`src/rtl/serial_subtractor_pkg.sv`:
```
// Shared definitions for the bit-serial ALU blocks: controller state
// encoding and the default operand width.
package serial_subtractor_pkg;

    localparam int unsigned DEFAULT_WIDTH = 8;

    // Controller states; the encoding is fixed so other serial ALU
    // blocks can share it.
    typedef enum logic [1:0] {
        IDLE  = 2'd0,
        SHIFT = 2'd1,
        DONE  = 2'd2
    } serial_state_t;

endpackage

```
`src/rtl/serial_subtractor_full_subtractor.sv`:
```
// 1-bit full subtractor: diff = i1 - i2 - i3, borrow out in borrow.
module full_subtractor (
    input  logic i1,
    input  logic i2,
    input  logic i3,
    output logic diff,
    output logic borrow
);

    // Difference bit and borrow-out of a single bit position.
    always_comb begin
        diff   = i1 ^ i2 ^ i3;
        borrow = (~i1 & i2) | (~(i1 ^ i2) & i3);
    end

endmodule

```
`src/rtl/serial_subtractor.sv`:
```
// Bit-serial two's-complement subtractor: diff = a - b - bin, LSB first,
// one bit per clock through a single reused full subtractor.
module serial_subtractor
    import serial_subtractor_pkg::*;
#(
    parameter int unsigned WIDTH = DEFAULT_WIDTH
) (
    input  logic             clk,
    input  logic             rst,
    input  logic             start,
    input  logic [WIDTH-1:0] a,
    input  logic [WIDTH-1:0] b,
    input  logic             bin,
    output logic             busy,
    output logic             done,
    output logic [WIDTH-1:0] diff,
    output logic             bout,
    output logic             overflow
);

    localparam int unsigned CW = $clog2(WIDTH) + 1;
    localparam logic [CW-1:0] LAST = CW'(WIDTH - 1);

    serial_state_t    state;
    serial_state_t    state_next;

    logic [WIDTH-1:0] a_sr;
    logic [WIDTH-1:0] b_sr;
    logic [WIDTH-2:0] diff_sr;
    logic [CW-1:0]    count;
    logic             borrow;

    logic             d_bit;
    logic             b_bit;
    logic             accept;
    logic             last;
    logic [WIDTH-1:0] diff_next;

    full_subtractor u_fs (
        .i1     (a_sr[0]),
        .i2     (b_sr[0]),
        .i3     (borrow),
        .diff   (d_bit),
        .borrow (b_bit)
    );

    // Partial difference (upper WIDTH-1 bits) extended by the current bit;
    // on the last edge this is the complete result.
    always_comb begin
        diff_next = {d_bit, diff_sr};
        accept    = start && (state != SHIFT);
        last      = (state == SHIFT) && (count == LAST);
    end

    // Controller state register.
    always_ff @(posedge clk) begin
        if (rst) state <= IDLE;
        else     state <= state_next;
    end

    // Next-state decode and status outputs.
    always_comb begin
        state_next = state;
        busy       = 1'b0;
        done       = 1'b0;
        case (state)
            IDLE: begin
                if (start) state_next = SHIFT;
            end
            SHIFT: begin
                busy = 1'b1;
                if (count == LAST) state_next = DONE;
            end
            DONE: begin
                done       = 1'b1;
                state_next = start ? SHIFT : IDLE;
            end
            default: state_next = IDLE;
        endcase
    end

    // Operand capture, serial datapath and result registers.
    always_ff @(posedge clk) begin
        if (rst) begin
            a_sr     <= '0;
            b_sr     <= '0;
            diff_sr  <= '0;
            count    <= '0;
            borrow   <= 1'b0;
            diff     <= '0;
            bout     <= 1'b0;
            overflow <= 1'b0;
        end else if (accept) begin
            a_sr    <= a;
            b_sr    <= b;
            borrow  <= bin;
            count   <= '0;
            diff_sr <= '0;
            diff    <= '0;
        end else if (state == SHIFT) begin
            a_sr    <= a_sr >> 1;
            b_sr    <= b_sr >> 1;
            borrow  <= b_bit;
            count   <= count + CW'(1);
            diff_sr <= diff_next[WIDTH-1:1];
            if (last) begin
                diff     <= diff_next;
                bout     <= b_bit;
                // borrow here is the borrow into the MSB position
                overflow <= borrow ^ b_bit;
            end
        end
    end

endmodule

```
`config.mk`:
```
export PLATFORM = sky130hd
export DESIGN_NAME = serial_subtractor
export DESIGN_NICKNAME = d
export VERILOG_FILES = /design/src/rtl/serial_subtractor_pkg.sv /design/src/rtl/serial_subtractor_full_subtractor.sv /design/src/rtl/serial_subtractor.sv
export SDC_FILE = /design/constraint.sdc
export NUM_CORES = 1
export LEC_CHECK = 0
export ABC_CLOCK_PERIOD_IN_PS = 2200
export CAP_MARGIN = 20
export CELL_PAD_IN_SITES_DETAIL_PLACEMENT = 1
export CELL_PAD_IN_SITES_GLOBAL_PLACEMENT = 2
export CORE_ASPECT_RATIO = 0.7
export CORE_MARGIN = 3
export CORE_UTILIZATION = 27
export CTS_BUF_LIST = sky130_fd_sc_hd__clkbuf_4
export DETAILED_ROUTE_END_ITERATION = 12
export GPL_TIMING_DRIVEN = 0
export PLACE_DENSITY_LB_ADDON = 0.2
export SYNTH_ARGS = -nofsm -noshare
export SYNTH_HDL_FRONTEND = slang
export SYNTH_SLANG_ARGS = --single-unit
```
`constraint.sdc`:
```
create_clock -name clk -period 2.2 [get_ports clk]
set_input_delay 0.33 -clock clk [delete_from_list [all_inputs] [get_ports clk]]
set_output_delay 0.33 -clock clk [all_outputs]
set_load 0.02 [all_outputs]
```
==> impl.org <==
** Logic synthesis
- The synthesized design contains 0 enable-type register cells.
- Post-Synthesis Cell Area :: 1710 um2
- Synthesis produced a netlist with a net count of 204.
- In the synthesized netlist the async set-or-reset flop fraction comes to 0%.
- Mapped Cells :: 182
- Of the synthesized area, sequential elements account for 46.9%.
- The synthesized netlist devotes 18.7% of its cell area to compound gates.
- Adder and majority cell fraction of the synthesized area :: 1.91%
- After synthesis, the largest family of logic cells by area is compound AO/OA/AOI/OAI gates.
- Summed over all instances, the cell type with the most area after synthesis is sky130_fd_sc_hd__dfxtp_1.
- Share of Yosys cell area claimed by the top area cell type :: 46.9%
- After synthesis the netlist holds a flip-flop and latch count of 40.
- Syn. warnings :: 0
- Share of synthesized cell area in and, or, nand and nor gates :: 14.4%
- The most used flip-flop cell after synthesis is sky130_fd_sc_hd__dfxtp_1.
- Cell types with the largest area share after synthesis :: sky130_fd_sc_hd__dfxtp_1, sky130_fd_sc_hd__mux2i_1, sky130_fd_sc_hd__a211oi_1, sky130_fd_sc_hd__a21oi_2, sky130_fd_sc_hd__nand2_1
- Multiplexer cells account for 9.38% of the synthesized area.
- XOR/XNOR Fraction of Synth Area :: 1.54%
- Dividing the synthesized area by the synthesized cell count gives 9.38 um2.
- The netlist uses 29 different library cells.

** Placed design
- I/O Buffers :: 31
- Standard cell area after detailed placement :: 2110 um2
- Placer congestion estimate :: 0.715
- Detail Placement HPWL :: 3.37 mm

** STA
- Share of the clock period used by the worst path :: 93.6%
- The count of endpoints failing hold in the final timing report was 0.
- After routing, the total negative slack on setup checks comes to 0 ps.
- Between clock sinks in the finished design, the worst skew comes to 12.6 ps.
- The worst pin sits at a relative slew slack of 66.1%.
- Crit path time final :: 2060 ps
- For the pin with the worst max-slew slack, the measured transition is 508 ps.
- The total count of max-transition violations in the final report is 0.
- Post-Route Hold Slack :: 469 ps
- For this run, the top clock speed supported by timing is 485 MHz.
- Setup repair after global routing missed its margin :: no
- Count of final setup violators :: 0

** Final layout
- 0 antenna diodes ended up in the layout.
- Most common library cell in the layout ignoring fill and taps :: sky130_fd_sc_hd__dfxtp_1
- Synthesis-to-layout area growth :: 26.9%
- After filler insertion, the fill cell instance count of the layout stands at 687.
- Net count of the finished layout :: 242
- Measured on the finished design, the core utilization comes to 36.5%.
- The library cells used most frequently in the layout, excluding fill and tap cells, are sky130_fd_sc_hd__dfxtp_1, sky130_fd_sc_hd__clkdlybuf4s50_1, sky130_fd_sc_hd__nand2_1, sky130_fd_sc_hd__mux2i_1.
- Share of cells above drive strength 1 :: 14.0%
- The finished cells cover 2170 um2.

** Detailed routing
- In the routed layout, each cell is associated on average with a via count of 4.80.
- Iteration-0 DRC count of the detailed router :: 25
- Routed length per placed instance :: 15.2 um
- Detailed Routing Iterations Pass 1 :: 4
- Post-detailed-route count of antenna-violating nets :: 0
- Vias after detailed routing :: 1422
- DRC violation count after routing :: 0
- Routed wire length :: 4.50 mm

** Pwr
- Power Density :: 637 nW/um2
- P_leak :: 0.796 nW
- IR Drop Worst-Case VDD :: 0.000195 V

** Clocking
- TritonCTS built the clock tree.
- In this run, post-CTS hold repair placed 0 buffers.
- After clock tree synthesis, the clock-pin slew on the worst setup and hold paths is 120 ps.
- The clock reaches the later pin of the worst-skew pair after 340 ps.
- CTS saw 40 sinks.
- Buffer type at the clock tree root :: sky130_fd_sc_hd__clkbuf_4
- CTS built an H-tree with a depth of 2.
- In this run the deepest clock path goes through 2 buffers.
- Num CTS Buffers :: 5

** GRT
- Global routing used 13.3% of the available tracks across all layers.
- Global-route wire length before repair :: 7.61 mm
- Number of antenna violations at the first check in global routing :: 0
- Pin count of the biggest net entering global routing :: 12
- Vias in the first global route :: 1509
- Summed over all layers, the global routing overflow is 0.

** Setup path
- Worst endpoint data arrival time :: 1730 ps
- Data required time at the worst endpoint :: 1870 ps
- Kind of capture point of the worst setup path :: primary output
- Slowest cell on crit path :: sky130_fd_sc_hd__dfxtp_1
- The number of cells on the worst reg-to-reg path is 5.
- Worst Path Class, Setup :: flip-flop to primary output
- Traced cell by cell, the critical path runs through nand2b_1, buf_6, inv_2, buf_2, dlygate4sd2_1.
- In this run the register-to-register setup slack is 700 ps.
- The worst register-to-register path ends at diff[2].
- Critical path peak fanout :: 10
- Broken down by cell family, the worst path's largest delay share belongs to buffers and inverters.
- The number of buffers and inverters on the critical path is 4.
- STA classifies the critical path startpoint as a flip-flop.
- The startpoint identified for the worst register-to-register timing path is count[0].
- The largest single stage delay on the critical path is 400 ps.

** Floorplan
- Area enclosed by the die boundary :: 7330 um2
- Initial standard-cell utilization of the core :: 28.8%
- During I/O placement, the number of pins put on the boundary was 32.
- The die is 101 um wide.
- After floorplanning, the core was divided into 23 placement rows.
- In this run the vertical extent of the chip is 72.5 um.
- Placeable core region :: 5930 um2

** Hold path
- Tightest Hold Check Type :: flip-flop to flip-flop
- The worst hold path passes through 2 cells.
- For hold timing, the worst endpoint is diff_sr[1].
- Origin of the worst min-delay path :: diff_sr[2]

** Run
- Max-cap violation count :: 0

** Outcome
- Outcome :: completed
[through the flow]
| step | power [mW] | instances | worst slack, ps |
|---|---|---|---|
| floorplan | 0.926 | 182 | 973 |
| global placement | 1.01 | 288 | 254 |
| detailed placement | 1.01 | 288 | 221 |
| CTS | 1.40 | 296 | 94.2 |
| global route | 1.47 | 296 | 7.08 |
| finish | 1.38 | 296 | 140 |
[logic make-up after synthesis]
group	Yosys count
AO/OA/AOI/OAI	48
buffers and inverters	19
flip-flops	40
multiplexers	16
XOR/XNOR	3
AND/OR/NAND/NOR	54
adder cells (fa/ha/maj)	2
[worst register-to-register path, delay by kind of cell (launching register included)]
| family | cells | cell delay (ps) |
|---|---|---|
| AND/OR/NAND/NOR | 1 | 120 |
| buffers and inverters | 1 | 380 |
| flip-flops | 1 | 350 |
| AO/OA/AOI/OAI | 2 | 340 |
| adder cells (fa/ha/maj) | 1 | 240 |
[power by group]
part | switching (mW) | leakage (nW) | internal (mW)
clock | 0.238 | 0.0338 | 0.148
combinational | 0.115 | 0.436 | 0.101
sequential | 0.0199 | 0.327 | 0.757
total | 0.373 | 0.796 | 1.01
[worst max-delay path by stage]
stage          startpoint        to  slack [ps]  cells after the start
2_1_floorplan     b_sr[0]  overflow         970                      5
3_3_place_gp     state[1]      busy         250                      5
3_5_place_dp     state[0]      busy         220                      5
4_1_cts          state[0]      busy          90                      5
5_1_grt          state[0]      busy           7                      5
6_report         state[0]      busy         140                      5
[registers in the layout, summed over array words and instances (netlist names)]
name	flops
count	4
diff_sr	7
borrow	1
diff	8
b_sr	8
state	2
a_sr	8
overflow	1
bout	1
[metal layers]
metal | vias up | global-route usage (%) | wire [um]
li1 | 711 | - | -
met1 | 685 | 18.7 | 2280
met2 | 21 | 20.4 | 2010
met3 | 5 | 3.65 | 167
met4 | 0 | 3.10 | 40
met5 | - | 0 | 0
[cell usage after synthesis (3+ instances only)]
cell type                  count
sky130_fd_sc_hd__a211oi_1     15
sky130_fd_sc_hd__a21oi_1      12
sky130_fd_sc_hd__a21oi_2       8
sky130_fd_sc_hd__buf_2         7
sky130_fd_sc_hd__buf_6         5
sky130_fd_sc_hd__clkbuf_1      3
sky130_fd_sc_hd__dfxtp_1      40
sky130_fd_sc_hd__mux2i_1      16
sky130_fd_sc_hd__nand2_1      17
sky130_fd_sc_hd__nand3_1      10
sky130_fd_sc_hd__nor2_1       15
sky130_fd_sc_hd__nor3_1        3
sky130_fd_sc_hd__o21ai_0      10
[what timing repair did]
action,4_1_cts,5_1_grt
endpoints found under the setup margin,1,0
buffers inserted,0,0
gates resized for setup,1,0
[cell type report]
type	instances	area (um2)	share of cell area, %
well taps	75	93.8	4.33
inverters	3	11.3	0.520
clock buffers	7	52.6	2.43
clock inverters	1	3.75	0.173
multi-input cells	123	785	36.2
plain buffers	16	110	5.08
flip-flops and latches	40	801	37.0
repair buffers	31	309	14.3
Note: power is estimated with default switching activity, not from simulation.
